===== src/rtl/tile_access_arbiter_pkg.sv =====
// rtl/tile_access_arbiter_pkg.sv - shared maze geometry, field widths and state/direction encodings
package tile_access_arbiter_pkg;

    localparam int tile_size    = 20;
    localparam int tile_col_num = 32;
    localparam int tile_row_num = 24;

    localparam int X_W   = 10;
    localparam int Y_W   = 9;
    localparam int DIR_W = 2;
    localparam int CNT_W = 10;

    typedef enum logic [DIR_W-1:0] {
        dir_up    = 2'd0,
        dir_down  = 2'd1,
        dir_left  = 2'd2,
        dir_right = 2'd3
    } dir_e;

    typedef enum logic [1:0] {
        ST_LOAD    = 2'd0,
        ST_IDLE    = 2'd1,
        ST_LOOKUP  = 2'd2,
        ST_RESPOND = 2'd3
    } state_e;

endpackage


===== src/rtl/tile_access_arbiter_if.sv =====
// rtl/tile_access_arbiter_if.sv - lookup request/response bus between movers and the tile arbiter
interface tile_access_arbiter_if #(
    parameter int NUM_REQ = 5
);
    import tile_access_arbiter_pkg::*;

    logic [NUM_REQ-1:0]       req;
    logic [NUM_REQ*X_W-1:0]   req_x;
    logic [NUM_REQ*Y_W-1:0]   req_y;
    logic [NUM_REQ*DIR_W-1:0] req_dir;
    logic                     req_eat;
    logic [NUM_REQ-1:0]       grant;
    logic [NUM_REQ-1:0]       rsp_valid;
    logic                     rsp_wall;
    logic                     rsp_dot;

    modport master (
        output req, req_x, req_y, req_dir, req_eat,
        input  grant, rsp_valid, rsp_wall, rsp_dot
    );

    modport slave (
        input  req, req_x, req_y, req_dir, req_eat,
        output grant, rsp_valid, rsp_wall, rsp_dot
    );

endinterface


===== src/rtl/tile_access_arbiter_rr_picker.sv =====
// rtl/tile_access_arbiter_rr_picker.sv - round-robin select: first requester after the pointer, wrapping
module tile_access_arbiter_rr_picker #(
    parameter int NUM_REQ = 5,
    parameter int PTR_W   = 3
) (
    input  logic [NUM_REQ-1:0] req_i,
    input  logic [PTR_W-1:0]   ptr_i,
    output logic [PTR_W-1:0]   idx_o,
    output logic               any_o
);

    int               cand;
    logic [PTR_W-1:0] cand_idx;

    // Scan ptr+1 .. ptr+NUM_REQ so the last winner has the lowest priority.
    always_comb begin
        idx_o    = '0;
        any_o    = 1'b0;
        cand     = 0;
        cand_idx = '0;
        for (int i = 1; i <= NUM_REQ; i++) begin
            cand = int'(ptr_i) + i;
            if (cand >= NUM_REQ) begin
                cand = cand - NUM_REQ;
            end
            cand_idx = PTR_W'(cand);
            if (!any_o && req_i[cand_idx]) begin
                any_o = 1'b1;
                idx_o = cand_idx;
            end
        end
    end

endmodule


===== src/rtl/tile_access_arbiter.sv =====
// rtl/tile_access_arbiter.sv - maze tilemap owner: dot-map load scan and round-robin wall/dot lookups
module tile_access_arbiter
    import tile_access_arbiter_pkg::*;
#(
    parameter int NUM_REQ   = 5,
    parameter int TILE_SIZE = tile_size,
    parameter int COLS      = tile_col_num,
    parameter int ROWS      = tile_row_num
) (
    input  logic                 clk,
    input  logic                 reset,
    input  logic                 load_level,
    tile_access_arbiter_if.slave bus,
    input  logic [ROWS*COLS-1:0] tilemap_walls,
    output logic [ROWS*COLS-1:0] tilemap_dots,
    output logic [CNT_W-1:0]     dots_remaining,
    output logic                 level_clear,
    output logic                 busy_loading
);

    localparam int NT    = ROWS * COLS;
    localparam int IDX_W = $clog2(NT);
    localparam int PTR_W = (NUM_REQ > 1) ? $clog2(NUM_REQ) : 1;

    state_e           state_q, state_d;
    logic [IDX_W-1:0] scan_q, scan_d;
    logic [NT-1:0]    dots_q, dots_d;
    logic [CNT_W-1:0] cnt_q, cnt_d;
    logic [PTR_W-1:0] rr_ptr_q, rr_ptr_d;
    logic [X_W-1:0]   x_q, x_d;
    logic [Y_W-1:0]   y_q, y_d;
    dir_e             dir_q, dir_d;
    logic             eat_q, eat_d;
    logic [IDX_W-1:0] cur_idx_q, cur_idx_d;
    logic             cur_ok_q, cur_ok_d;
    logic             wall_q, wall_d;
    logic             dot_q, dot_d;
    logic             load_pend_q, load_pend_d;
    logic             level_clear_q, level_clear_d;

    logic [PTR_W-1:0] pick_idx;
    logic             pick_any;
    logic             start_load;

    logic [X_W-1:0]   lk_col, nb_col;
    logic [Y_W-1:0]   lk_row, nb_row;
    logic             lk_ok, nb_off, lk_wall, lk_dot;
    logic [IDX_W-1:0] lk_idx, nb_idx;

    function automatic logic [IDX_W-1:0] tile_index(input logic [Y_W-1:0] r, input logic [X_W-1:0] c);
        return IDX_W'(r) * IDX_W'(COLS) + IDX_W'(c);
    endfunction

    tile_access_arbiter_rr_picker #(
        .NUM_REQ (NUM_REQ),
        .PTR_W   (PTR_W)
    ) u_rr_picker (
        .req_i (bus.req),
        .ptr_i (rr_ptr_q),
        .idx_o (pick_idx),
        .any_o (pick_any)
    );

    // A load_level pulse that lands mid-lookup is remembered and honoured in IDLE.
    assign start_load = load_level | load_pend_q;

    always_ff @(posedge clk or negedge reset) begin
        if (!reset) begin
            state_q <= ST_LOAD;
        end else begin
            state_q <= state_d;
        end
    end

    always_comb begin
        state_d = state_q;
        case (state_q)
            ST_LOAD:    if (!load_level && scan_q == IDX_W'(NT - 1)) state_d = ST_IDLE;
            ST_IDLE:    if (start_load) state_d = ST_LOAD;
                        else if (pick_any) state_d = ST_LOOKUP;
            ST_LOOKUP:  state_d = ST_RESPOND;
            ST_RESPOND: state_d = ST_IDLE;
            default:    state_d = ST_LOAD;
        endcase
    end

    // Off-grid current tiles and off-grid neighbours both read as walls.
    always_comb begin
        lk_col = x_q / X_W'(TILE_SIZE);
        lk_row = y_q / Y_W'(TILE_SIZE);
        lk_ok  = (lk_col < X_W'(COLS)) && (lk_row < Y_W'(ROWS));
        nb_col = lk_col;
        nb_row = lk_row;
        nb_off = !lk_ok;
        case (dir_q)
            dir_up: begin
                nb_off = nb_off | (lk_row == '0);
                nb_row = lk_row - Y_W'(1);
            end
            dir_down: begin
                nb_off = nb_off | (lk_row == Y_W'(ROWS - 1));
                nb_row = lk_row + Y_W'(1);
            end
            dir_left: begin
                nb_off = nb_off | (lk_col == '0);
                nb_col = lk_col - X_W'(1);
            end
            default: begin
                nb_off = nb_off | (lk_col == X_W'(COLS - 1));
                nb_col = lk_col + X_W'(1);
            end
        endcase
        lk_idx  = tile_index(lk_row, lk_col);
        nb_idx  = tile_index(nb_row, nb_col);
        lk_wall = nb_off || tilemap_walls[nb_idx];
        lk_dot  = lk_ok && dots_q[lk_idx];
    end

    always_comb begin
        scan_d      = scan_q;
        dots_d      = dots_q;
        cnt_d       = cnt_q;
        rr_ptr_d    = rr_ptr_q;
        x_d         = x_q;
        y_d         = y_q;
        dir_d       = dir_q;
        eat_d       = eat_q;
        cur_idx_d   = cur_idx_q;
        cur_ok_d    = cur_ok_q;
        wall_d      = wall_q;
        dot_d       = dot_q;
        load_pend_d = load_pend_q;
        case (state_q)
            ST_LOAD: begin
                if (load_level) begin
                    scan_d = '0;
                    cnt_d  = '0;
                    dots_d = '0;
                end else begin
                    dots_d[scan_q] = ~tilemap_walls[scan_q];
                    if (!tilemap_walls[scan_q]) cnt_d = cnt_q + CNT_W'(1);
                    scan_d = (scan_q == IDX_W'(NT - 1)) ? '0 : scan_q + IDX_W'(1);
                end
            end
            ST_IDLE: begin
                if (start_load) begin
                    scan_d      = '0;
                    cnt_d       = '0;
                    dots_d      = '0;
                    load_pend_d = 1'b0;
                end else if (pick_any) begin
                    rr_ptr_d = pick_idx;
                    x_d      = bus.req_x[int'(pick_idx)*X_W +: X_W];
                    y_d      = bus.req_y[int'(pick_idx)*Y_W +: Y_W];
                    dir_d    = dir_e'(bus.req_dir[int'(pick_idx)*DIR_W +: DIR_W]);
                    eat_d    = bus.req_eat && (pick_idx == '0);
                end
            end
            ST_LOOKUP: begin
                cur_idx_d = lk_idx;
                cur_ok_d  = lk_ok;
                wall_d    = lk_wall;
                dot_d     = lk_dot;
                if (load_level) load_pend_d = 1'b1;
            end
            default: begin
                if (load_level) load_pend_d = 1'b1;
                if (eat_q && cur_ok_q && dots_q[cur_idx_q]) begin
                    dots_d[cur_idx_q] = 1'b0;
                    if (cnt_q != '0) cnt_d = cnt_q - CNT_W'(1);
                end
            end
        endcase
        level_clear_d = (state_q != ST_LOAD) && (state_d != ST_LOAD) && (cnt_q == '0);
    end

    always_ff @(posedge clk or negedge reset) begin
        if (!reset) begin
            scan_q        <= '0;
            dots_q        <= '0;
            cnt_q         <= '0;
            rr_ptr_q      <= PTR_W'(NUM_REQ - 1);
            x_q           <= '0;
            y_q           <= '0;
            dir_q         <= dir_up;
            eat_q         <= 1'b0;
            cur_idx_q     <= '0;
            cur_ok_q      <= 1'b0;
            wall_q        <= 1'b0;
            dot_q         <= 1'b0;
            load_pend_q   <= 1'b0;
            level_clear_q <= 1'b0;
        end else begin
            scan_q        <= scan_d;
            dots_q        <= dots_d;
            cnt_q         <= cnt_d;
            rr_ptr_q      <= rr_ptr_d;
            x_q           <= x_d;
            y_q           <= y_d;
            dir_q         <= dir_d;
            eat_q         <= eat_d;
            cur_idx_q     <= cur_idx_d;
            cur_ok_q      <= cur_ok_d;
            wall_q        <= wall_d;
            dot_q         <= dot_d;
            load_pend_q   <= load_pend_d;
            level_clear_q <= level_clear_d;
        end
    end

    always_comb begin
        busy_loading  = (state_q == ST_LOAD);
        bus.grant     = '0;
        bus.rsp_valid = '0;
        bus.rsp_wall  = 1'b0;
        bus.rsp_dot   = 1'b0;
        if (state_q == ST_LOOKUP) begin
            bus.grant[rr_ptr_q] = 1'b1;
        end
        if (state_q == ST_RESPOND) begin
            bus.rsp_valid[rr_ptr_q] = 1'b1;
            bus.rsp_wall            = wall_q;
            bus.rsp_dot             = dot_q;
        end
    end

    assign tilemap_dots   = dots_q;
    assign dots_remaining = cnt_q;
    assign level_clear    = level_clear_q;

endmodule

===== src/flat_wrapper.sv =====
// flat-port wrapper written by rule: the top's interface ports become plain ports
module tile_access_arbiter_flat import tile_access_arbiter_pkg::*;
#(
    parameter int NUM_REQ   = 5,
    parameter int TILE_SIZE = tile_size,
    parameter int COLS      = tile_col_num,
    parameter int ROWS      = tile_row_num
)
  (clk, reset, load_level, tilemap_walls, tilemap_dots, dots_remaining, level_clear, busy_loading, bus_req, bus_req_x, bus_req_y, bus_req_dir, bus_req_eat, bus_grant, bus_rsp_valid, bus_rsp_wall, bus_rsp_dot);
  tile_access_arbiter_if #(.NUM_REQ(NUM_REQ)) bus_i ();
  input  logic clk;
  input  logic reset;
  input  logic load_level;
  input  logic [ROWS*COLS-1:0] tilemap_walls;
  output logic [ROWS*COLS-1:0] tilemap_dots;
  output logic [CNT_W-1:0] dots_remaining;
  output logic level_clear;
  output logic busy_loading;
  input wire logic [$bits(bus_i.req)-1:0] bus_req;
  input wire logic [$bits(bus_i.req_x)-1:0] bus_req_x;
  input wire logic [$bits(bus_i.req_y)-1:0] bus_req_y;
  input wire logic [$bits(bus_i.req_dir)-1:0] bus_req_dir;
  input wire logic [$bits(bus_i.req_eat)-1:0] bus_req_eat;
  output wire logic [$bits(bus_i.grant)-1:0] bus_grant;
  output wire logic [$bits(bus_i.rsp_valid)-1:0] bus_rsp_valid;
  output wire logic [$bits(bus_i.rsp_wall)-1:0] bus_rsp_wall;
  output wire logic [$bits(bus_i.rsp_dot)-1:0] bus_rsp_dot;
  assign bus_i.req = bus_req;
  assign bus_i.req_x = bus_req_x;
  assign bus_i.req_y = bus_req_y;
  assign bus_i.req_dir = bus_req_dir;
  assign bus_i.req_eat = bus_req_eat;
  assign bus_grant = bus_i.grant;
  assign bus_rsp_valid = bus_i.rsp_valid;
  assign bus_rsp_wall = bus_i.rsp_wall;
  assign bus_rsp_dot = bus_i.rsp_dot;
  tile_access_arbiter #(.NUM_REQ(NUM_REQ), .TILE_SIZE(TILE_SIZE), .COLS(COLS), .ROWS(ROWS)) u_core (.clk(clk), .reset(reset), .load_level(load_level), .bus(bus_i), .tilemap_walls(tilemap_walls), .tilemap_dots(tilemap_dots), .dots_remaining(dots_remaining), .level_clear(level_clear), .busy_loading(busy_loading));
endmodule

===== config.mk =====
export PLATFORM = sky130hd
export DESIGN_NAME = tile_access_arbiter_flat
export DESIGN_NICKNAME = d
export VERILOG_FILES = /design/src/rtl/tile_access_arbiter_pkg.sv /design/src/rtl/tile_access_arbiter_if.sv /design/src/rtl/tile_access_arbiter_rr_picker.sv /design/src/rtl/tile_access_arbiter.sv /design/src/flat_wrapper.sv
export SDC_FILE = /design/constraint.sdc
export NUM_CORES = 2
export LEC_CHECK = 0
export CAP_MARGIN = 20
export CELL_PAD_IN_SITES_DETAIL_PLACEMENT = 2
export CELL_PAD_IN_SITES_GLOBAL_PLACEMENT = 2
export CORE_AREA = 4 4 650 652
export CTS_BUF_LIST = sky130_fd_sc_hd__clkbuf_4 sky130_fd_sc_hd__clkbuf_8
export DETAILED_ROUTE_END_ITERATION = 12
export DIE_AREA = 0 0 654 656
export PLACE_DENSITY = 0.59
export SETUP_SLACK_MARGIN = 0.4
export SLEW_MARGIN = 5
export SYNTH_ARGS = -nofsm -noshare
export SYNTH_HDL_FRONTEND = slang
export SYNTH_SLANG_ARGS = --single-unit

===== constraint.sdc =====
create_clock -name clk -period 7.3 [get_ports clk]
set_clock_uncertainty 0.15 [all_clocks]
set_input_delay 0.73 -clock clk [delete_from_list [all_inputs] [get_ports clk]]
set_output_delay 0.73 -clock clk [all_outputs]
set_load 0.1 [all_outputs]

==> results.py <==
metrics = {
    "worst_setup_path": {
        "startpoint_type": "flop",
        "worstPathRequired_ps": 8080,
        "endpoint_kind": "flop",
        "worst-setup-path-type": "flop to flop",
        "worstPathArrival_ps": 7580,
        "path_max_fanout": 90,
        "r2r_slack_ps": 490,
    },
    "place": {
        "dpl.hpwl_um": 518000,
        "gp_congestion": 0.9083,
        "post-place-ws_ps": -332.9,
        "dpl_cell_area_um2": 97350,
        "io_buffer_count": 1663,
    },
    "timing": {
        "tightest_slew_ps": 1481,
        "period_minus_slack_ps": 6806,
        "setup_viol": 0,
        "hold_viol_final": 0,
        "final_max_slew_viol_count": 0,
        "relSlewSlack_pct": 1.256,
        "fin_crit_sh_pct": 93.24,
        "rsz0062_at_grt": "no",
        "max_freq_ghz": 0.1469,
        "setup_slack_ps": 493.5,
        "tns_ps": 0,
    },
    "synth": {
        "synthMuxAreaShare_pct": 15.88,
        "yosysTopAreaCell": "dfrtp_1",
        "synth_seq_cells": 828,
        "synthAdderAreaFrac_pct": 0.7410,
        "synth_top_family_by_area": "compound AO/OA/AOI/OAI gates",
        "synth_compound_area_share_pct": 32.41,
        "synthSimpleGateAreaFrac_pct": 15.91,
        "synthArstFlopShare_pct": 100.0,
        "synth_xor_area_share_pct": 0.4303,
        "syn_avg_cell_area_um2": 7.485,
        "ys_types": 87,
        "syn_nets": 10710,
        "yosys_warnings": 0,
        "syn_area_um2": 73280,
        "synthFlopType": "dfrtp_1",
        "yosysSeqAreaShare_pct": 28.28,
        "postSynthCellCount": 9790,
        "synth_area_leaders": "dfrtp_1, o21ai_0, mux4_2, nand2_1, clkbuf_1",
        "synth_edf_count": 0,
        "synth_top_area_share_pct": 28.24,
    },
    "floorplanning": {
        "initial_core_util_pct": 17.60,
        "std_cell_rows": 237,
        "dieArea_um2": 429000,
        "die_h_um": 656,
        "core_area_um2": 416300,
        "pin_count": 1674,
        "dieWidth_um": 654,
    },
    "final_layout": {
        "drive_above_1_share_pct": 13.33,
        "areaGrowthSynthToFinish_pct": 39.72,
        "layout.nets": 11820,
        "design_area_um2": 102400,
        "fillers": 47770,
    },
    "cts": {
        "htree_levels": 4,
        "cts.sink_count": 828,
        "cts_root_buffer": "clkbuf_8",
        "path_clk_slew_ps": 60,
        "cts_buffer_depth": 4,
        "clk_latency_ps": 1130,
        "cts_tree": "built",
        "cts_buffers": 186,
    },
    "detailed_routing": {
        "vias": 98810,
        "post_drt_wl_per_cell_um": 44.11,
        "drc": 0,
        "first_pass_iters": 8,
        "drt_iter0_drc": 10430,
        "ant_nets": 0,
        "routed_via_density": 5.895,
        "routed_wl_um": 739400,
    },
    "status": {
        "status": "completed",
    },
    "flow_run": {
        "drv_cap": 0,
    },
    "global_routing": {
        "overflow": 0,
        "grt_pass1_vias": 101200,
        "grt_pass1_wl_um": 972300,
        "grt_max_degree": 224,
        "antenna_found_initial": 184,
        "track_usage_pct": 32.89,
    },
    "power_and_ir_drop": {
        "power.density_nw_per_um2": 595.6,
        "peakVddDrop_v": 0.0008284,
        "leakagePower_nw": 38.40,
        "p_total_mw": 60.98,
    },
    "hold_path": {
        "hp-class": "input pin to async pin",
    },
}
==> worst paths after layout <==
path | startpoint | endpoint | cells after the start
worst min register to register | u_core.cur_ok_q | u_core.cur_ok_q | 2
worst max register to register | u_core.x_q[7] | u_core.wall_q | 20
min in group clk | bus_req_y[43] | u_core.y_q[7] | 3
max in group asynchronous | reset | u_core.tilemap_dots[402] | 4
worst min-delay path | reset | u_core.tilemap_dots[169] | 2
worst max-delay path | u_core.x_q[7] | u_core.wall_q | 20
==> area by class of cell <==
cell class / count / area (um^2) / area share [%]
diodes: 229 / 573.1 / 0.5597
clock buffers: 299 / 3633 / 3.549
clock inverters: 21 / 244.0 / 0.2383
inverters: 42 / 177.7 / 0.1735
multi-input cells: 7754 / 49180 / 48.03
flip-flops and latches: 828 / 20760 / 20.27
well taps: 5497 / 6878 / 6.717
repair buffers: 2091 / 20950 / 20.46
==> critical path: stages (launching register included) <==
cell and delay, ps:
dfrtp_2 560, buf_4 190, or4b_1 520, a21oi_1 230
a221o_2 190, a2111oi_4 50, buf_4 190, inv_8 50
buf_4 440, buf_12 370, buf_6 560, mux2i_1 250
o22ai_1 100, or3_1 380, o311ai_0 470, nor4_1 140
nor3b_1 350, nand4_1 200, nand4_1 330, buf_4 200
a31oi_1 80
==> layout by cell type, fill, tap and decap left out, types with 184 or more instances in the layout <==
cell	n
a22oi_1	184
buf_4	425
clkbuf_8	222
clkdlybuf4s50_1	1559
dfrtp_1	813
diode_2	229
mux2i_1	266
mux4_2	389
nand2_1	1799
nor2_1	210
o21ai_0	3196
==> cells by family after synthesis <==
family,after synthesis
AOI/OAI and AO/OA,4262
and+or+nand+nor,2738
buffers and inverters,1208
DFF,828
muxes,676
adders and majority gates,42
xor gates and xnor gates,36
==> cell usage after synthesis, types with 84 or more instances <==
cell type and n:
nand3_1 179, o22ai_1 111, a22oi_1 185, a21oi_1 168, nor2_1 239, nand2_1 1874
clkbuf_1 1006, a211oi_1 84, o21ai_0 3199, mux4_2 389, mux2i_1 282, dfrtp_1 827
and3_1 128, nand4_1 84, a31oi_1 106
==> routing by layer <==
metal | track usage [%] | wire, um
met1 | 37.56 | 272200
met2 | 52.57 | 341600
met3 | 7.812 | 60000
met4 | 25.98 | 65200
met5 | 0 | 307
==> sequential cells by signal, summed over array words and instances, names as in the netlist <==
| register | flops |
|---|---|
| u_core.scan_q | 10 |
| u_core.dir_q | 2 |
| u_core.cur_ok_q | 1 |
| u_core.load_pend_q | 1 |
| u_core.wall_q | 1 |
| u_core.x_q | 8 |
| u_core.rr_ptr_q | 3 |
| u_core.state_q | 2 |
| u_core.dots_remaining | 10 |
| u_core.dot_q | 1 |
| u_core.eat_q | 1 |
| u_core.level_clear | 1 |
| u_core.y_q | 9 |
| u_core.cur_idx_q | 10 |
| u_core.tilemap_dots | 768 |
==> power by group <==
part,switching [mW],total (mW),leakage [nW],internal (mW)
Clock,2.79,6.04,2.07,3.24
Combinational,35.9,49.7,24.8,13.8
Sequential,0.472,5.21,11.5,4.73
Total,39.2,61.0,38.4,21.8
==> stage by stage <==
step                      utilization [%]  std cells  hold slack [ps]
after floorplan                         -       9790            284.4
after global placement              23.26      16160            310.7
after detailed placement            23.38      16190            322.1
after CTS                           24.34      16510            147.1
after global routing                24.54      16670            238.5
final                               24.59      16760            205.1
==> timing repair <==
action                                 CTS  global route
endpoints found under the hold margin   75             0
buffers inserted                         4             7
setup endpoints to repair                2             2
cloned                                   0             0
hold buffers                             1             0
pin swaps                                3             7
resized for setup                       14            29
No activity file was read; power rests on OpenSTA's default activity.
